$ cat src/rtl/pll_reset_sequencer_pkg.sv
// Shared types and widths for the PLL reset sequencer.
// FSM state encoding plus qualification/hold counter and loss counter widths.
package pll_reset_sequencer_pkg;

   typedef enum logic [1:0] {
      StWaitLock,
      StQualify,
      StHold,
      StRun
   } state_e;

   localparam int unsigned CntWidth  = 16;
   localparam int unsigned LossWidth = 8;

endpackage

$ cat src/rtl/pll_reset_sequencer_sync2.sv
// Generic two-flop synchronizer with synchronous active-low clear.
module pll_reset_sequencer_sync2 #(
   parameter int unsigned Width = 1
) (
   input  logic             clk_i,
   input  logic             clr_ni,
   input  logic [Width-1:0] d_i,
   output logic [Width-1:0] q_o
);

   logic [Width-1:0] meta_q;
   logic [Width-1:0] sync_q;

   always_ff @(posedge clk_i) begin
      if (!clr_ni) begin
         meta_q <= '0;
         sync_q <= '0;
      end else begin
         meta_q <= d_i;
         sync_q <= meta_q;
      end
   end

   assign q_o = sync_q;

endmodule

$ cat src/rtl/pll_reset_sequencer.sv
// Qualifies PLL lock, holds the PLL-domain reset, then releases it; drops it on lock loss.
// Optional loss statistics are built only when PLL_LOSS_STATS_EN is defined.
module pll_reset_sequencer
   import pll_reset_sequencer_pkg::*;
#(
   parameter int unsigned LOCK_CYCLES = 1024,
   parameter int unsigned HOLD_CYCLES = 16
) (
   input  logic                 clock_i,
   input  logic                 reset_ni,
   input  logic                 locked_i,
   input  logic                 clear_loss_i,
   output logic                 sys_reset_n_o,
   output logic                 ready_o,
   output logic [LossWidth-1:0] loss_count_o,
   output logic                 loss_sticky_o
);

   localparam logic [CntWidth-1:0] LockLast = CntWidth'(LOCK_CYCLES - 1);
   localparam logic [CntWidth-1:0] HoldLast = CntWidth'(HOLD_CYCLES - 1);

   logic                lock_s;
   state_e              state_q, state_d;
   logic [CntWidth-1:0] cnt_q, cnt_d;
   logic                run_q;

   pll_reset_sequencer_sync2 #(
      .Width(1)
   ) u_lock_sync (
      .clk_i  (clock_i),
      .clr_ni (reset_ni),
      .d_i    (locked_i),
      .q_o    (lock_s)
   );

   always_comb begin
      state_d = state_q;
      cnt_d   = cnt_q;
      unique case (state_q)
         StWaitLock: begin
            cnt_d = '0;
            // The cycle that first sees lock_s counts as the first qualifying cycle.
            if (lock_s) begin
               state_d = StQualify;
               cnt_d   = CntWidth'(1);
            end
         end
         StQualify: begin
            if (!lock_s) begin
               state_d = StWaitLock;
               cnt_d   = '0;
            end else if (cnt_q == LockLast) begin
               state_d = StHold;
               cnt_d   = '0;
            end else begin
               cnt_d = cnt_q + 1'b1;
            end
         end
         StHold: begin
            if (!lock_s) begin
               state_d = StWaitLock;
               cnt_d   = '0;
            end else if (cnt_q == HoldLast) begin
               state_d = StRun;
               cnt_d   = '0;
            end else begin
               cnt_d = cnt_q + 1'b1;
            end
         end
         StRun: begin
            if (!lock_s) begin
               state_d = StWaitLock;
               cnt_d   = '0;
            end
         end
      endcase
   end

   always_ff @(posedge clock_i) begin
      if (!reset_ni) begin
         state_q <= StWaitLock;
         cnt_q   <= '0;
         run_q   <= 1'b0;
      end else begin
         state_q <= state_d;
         cnt_q   <= cnt_d;
         run_q   <= (state_d == StRun);
      end
   end

   assign sys_reset_n_o = run_q;
   assign ready_o       = run_q;

`ifdef PLL_LOSS_STATS_EN
   localparam logic [LossWidth-1:0] LossMax = {LossWidth{1'b1}};

   logic                 loss;
   logic [LossWidth-1:0] loss_cnt_q;
   logic                 loss_sticky_q;

   assign loss = (state_q == StRun) && !lock_s;

   // A loss coinciding with a clear wins: the count restarts at one.
   always_ff @(posedge clock_i) begin
      if (!reset_ni) begin
         loss_cnt_q    <= '0;
         loss_sticky_q <= 1'b0;
      end else if (loss) begin
         loss_cnt_q    <= clear_loss_i ? LossWidth'(1) :
                          (loss_cnt_q == LossMax) ? loss_cnt_q : loss_cnt_q + 1'b1;
         loss_sticky_q <= 1'b1;
      end else if (clear_loss_i) begin
         loss_cnt_q    <= '0;
         loss_sticky_q <= 1'b0;
      end
   end

   assign loss_count_o  = loss_cnt_q;
   assign loss_sticky_o = loss_sticky_q;
`else
   logic unused_clear_loss;
   assign unused_clear_loss = clear_loss_i;
   assign loss_count_o      = '0;
   assign loss_sticky_o     = 1'b0;
`endif

endmodule

$ cat config.mk
export PLATFORM = sky130hd
export DESIGN_NAME = pll_reset_sequencer
export DESIGN_NICKNAME = d
export VERILOG_FILES = /design/src/rtl/pll_reset_sequencer_pkg.sv /design/src/rtl/pll_reset_sequencer_sync2.sv /design/src/rtl/pll_reset_sequencer.sv
export SDC_FILE = /design/constraint.sdc
export NUM_CORES = 1
export LEC_CHECK = 0
export CAP_MARGIN = 25
export CORE_UTILIZATION = 52
export DETAILED_ROUTE_END_ITERATION = 10
export PLACE_DENSITY = 0.85
export SLEW_MARGIN = 25
export SYNTH_ARGS = -nofsm -noshare
export SYNTH_HDL_FRONTEND = slang
export SYNTH_SLANG_ARGS = --single-unit
export TNS_END_PERCENT = 30
$ cat constraint.sdc
create_clock -name clock_i -period 2.32 [get_ports clock_i]
set_input_delay 0.232 -clock clock_i [delete_from_list [all_inputs] [get_ports clock_i]]
set_output_delay 0.232 -clock clock_i [all_outputs]
set_load 0.1 [all_outputs]
==> impl_metrics.py <==
metrics = {
    "status": {
        "status": "finished clean",
    },
    "setup_path": {
        "critPathKind": "flip-flop to flip-flop",
        "cp.required_ns": 2.54,
        "cp_max_fo": 12,
        "critPathBufInv": 0,
        "end_kind": "flip-flop",
        "crit_family": "simple AND/OR/NAND/NOR gates",
        "crit_arrival_ns": 1.99,
        "r2r_slack_ns": 0.56,
        "critPathMaxStageDelay_ns": 0.53,
        "worstPathCellList": "nand3_1 -> and2_0 -> a31o_2 -> a211oi_1",
        "cpMaxStageDelayCell": "dfxtp_1",
        "cp-start-kind": "flip-flop",
    },
    "clock_network": {
        "htreeDepth": 1,
        "cts_sinks": 21,
        "clk_latency_ns": 0.31,
        "cts_buffers": 3,
        "postCtsSetupRepairBufs": 0,
        "cts.clk_slew.worst_paths_ns": 0.12,
        "clk_path_buf_depth": 2,
        "clock_tree.root_cell": "clkbuf_4",
        "tritoncts": "done",
        "cts_hold_buf": 0,
        "ctsResizeCount": 0,
    },
    "sta": {
        "tns_ns": 0,
        "hold_viol": 0,
        "fmax_ghz": 0.567,
        "finalSetupViolCount": 0,
        "rsz0062_at_grt": "no",
        "slew_viol_final": 0,
        "period_needed_ns": 1.76,
        "fin_crit_sh": 0.760,
        "skew_ns": 0.00781,
    },
    "pwr": {
        "p_int_uw": 434,
        "clkPwrFrac": 0.287,
        "power.switching_uw": 186,
        "power_frac_comb": 0.125,
        "leakagePower_nw": 0.391,
        "p_total_uw": 621,
        "peakVddDrop_mv": 0.327,
        "p_sw_frac": 0.300,
        "power_density_mw_per_mm2": 529,
        "sequentialPowerShare": 0.588,
    },
    "synth": {
        "synthCells": 130,
        "synthesis.area_mm2": 0.00113,
        "ys_seq_area_frac": 0.372,
        "synth_edf_count": 0,
        "async_flop_share": 0,
        "synth-main-ff-cell": "dfxtp_1",
        "synth_seq_cells": 21,
        "ys_warn_count": 0,
        "ys_types": 37,
        "syn_area_per_cell_um2": 8.70,
    },
    "finish": {
        "insertedDiodeCount": 0,
        "multiInputGateArea_um2": 626,
        "seqCellArea_um2": 420,
        "synthToLayoutAreaGrowth_pct": 3.65,
        "drive_above_1_share": 0.120,
        "fillCellCount": 187,
        "nets": 139,
    },
    "grt": {
        "grt_pass1_vias": 875,
        "antenna_found_initial": 0,
        "grt_usage": 0.195,
        "grt_pass1_wl_um": 3640,
        "grt_max_degree": 15,
        "overflow": 0,
    },
    "floorplan": {
        "dieHeight_um": 48.6,
        "die_w_um": 48.6,
        "start_util": 0.565,
        "core_mm2": 0.00200,
        "die-area_mm2": 0.00237,
        "pin_count": 15,
        "num_rows": 16,
    },
    "place": {
        "dp_hpwl_um": 1570,
        "port_buffers": 4,
        "gp_congestion": 0.799,
    },
    "detailed_routing": {
        "dr.pass1.iters": 4,
        "first_iter_violations": 16,
        "drc": 0,
        "viasPerCell": 5.72,
        "wl_per_cell_um": 13.2,
        "postRouteAntennaNets": 0,
        "drt_wl_total_um": 2110,
        "vias": 915,
    },
    "job": {
        "maxCapViolCount": 0,
    },
    "hold_path": {
        "holdCritPathClass": "flip-flop to flip-flop",
    },
}
[cells by family after synthesis]
group,synth area share
AND/OR/NAND/NOR,0.334
flip-flops,0.372
buffers and inverters,0.102
AO/OA/AOI/OAI,0.101
XOR/XNOR,0.0774
adder cells (fa/ha/maj),0.0111
other,0.00332
[cells in the mapped netlist, types with 2 or more instances]
| master | n | share of area |
|---|---|---|
| nor4_1 | 6 | 0.033 |
| xor2_1 | 8 | 0.062 |
| buf_4 | 11 | 0.073 |
| xnor2_1 | 2 | 0.015 |
| a211oi_1 | 4 | 0.027 |
| a31o_2 | 2 | 0.015 |
| inv_1 | 4 | 0.013 |
| nand3_1 | 7 | 0.031 |
| buf_2 | 2 | 0.0088 |
| nor2_1 | 6 | 0.020 |
| and4_2 | 2 | 0.018 |
| nand4_1 | 8 | 0.044 |
| nor3_1 | 12 | 0.053 |
| a21oi_1 | 2 | 0.0088 |
| and3_1 | 3 | 0.017 |
| or3_1 | 2 | 0.011 |
| nand2_1 | 5 | 0.017 |
| clkbuf_1 | 2 | 0.0066 |
| o21ai_0 | 2 | 0.0088 |
| and2_1 | 3 | 0.017 |
| dfxtp_1 | 21 | 0.37 |
[worst reg2reg max path: stages, from the launching register on]
cell and delay [ns]:
dfxtp_1 0.53, nand3_1 0.32, and2_0 0.36, a31o_2 0.28, a211oi_1 0.20
[layout by cell type (no fill, tap or decap), types with 4 or more instances in the layout]
cell	synthesis	final
nand3_1	7	7
inv_1	4	4
a211oi_1	4	4
conb_1	1	9
nand2_1	5	5
nor2_1	6	6
nor3_1	12	12
nor4_1	6	6
buf_4	11	4
dfxtp_1	21	21
nand4_1	8	8
xor2_1	8	8
[per-layer routing]
| metal | vias to the layer above | global-route usage | share of wire |
|---|---|---|---|
| met2 | 24 | 0.352 | 0.49 |
| met4 | 0 | 0.0441 | 0.014 |
| met1 | 420 | 0.225 | 0.45 |
| met5 | - | 0 | 0 |
| li1 | 467 | - | - |
| met3 | 4 | 0.0566 | 0.043 |
[power by group through the flow]
stage          combinational, mW  clock, mW  sequential (mW)
4_1_cts                   0.0775      0.181            0.365
3_3_place_gp              0.0768          0            0.373
6_report                  0.0777      0.178            0.365
2_1_floorplan             0.0830          0            0.373
3_5_place_dp              0.0774          0            0.373
5_1_grt                   0.0802      0.192            0.366
[per-stage QoR]
step	hold WS (ns)	cells	setup WS (ns)	util	cell area, µm²
after floorplan	0.354	138	0.686	-	1160
after global placement	0.417	156	0.646	0.572	1140
after detailed placement	0.421	156	0.612	0.572	1140
after CTS	0.453	160	0.555	0.586	1170
after global routing	0.478	160	0.377	0.586	1170
final	0.451	160	0.557	0.586	1170
[final cells by class]
type | instances | area share
timing repair buffer | 6 | 0.0427
sequential | 21 | 0.359
clock inverter | 1 | 0.00427
multi-input combinational | 98 | 0.534
clock buffer | 3 | 0.0192
tap | 27 | 0.0288
inverter | 4 | 0.0128
[state kept, by name (all words and copies together) (netlist names)]
name and flops:
u_lock_sync.meta_q 1, u_lock_sync.q_o 1, cnt_q 16, state_q 2
ready_o 1
[worst paths after layout]
check	start	end	cells after the start
min reg2reg	u_lock_sync.meta_q	u_lock_sync.q_o	1
min	u_lock_sync.meta_q	u_lock_sync.q_o	1
max	state_q[1]	cnt_q[13]	4
max reg2reg	state_q[1]	cnt_q[13]	4
(Power assumes the default switching activity.)
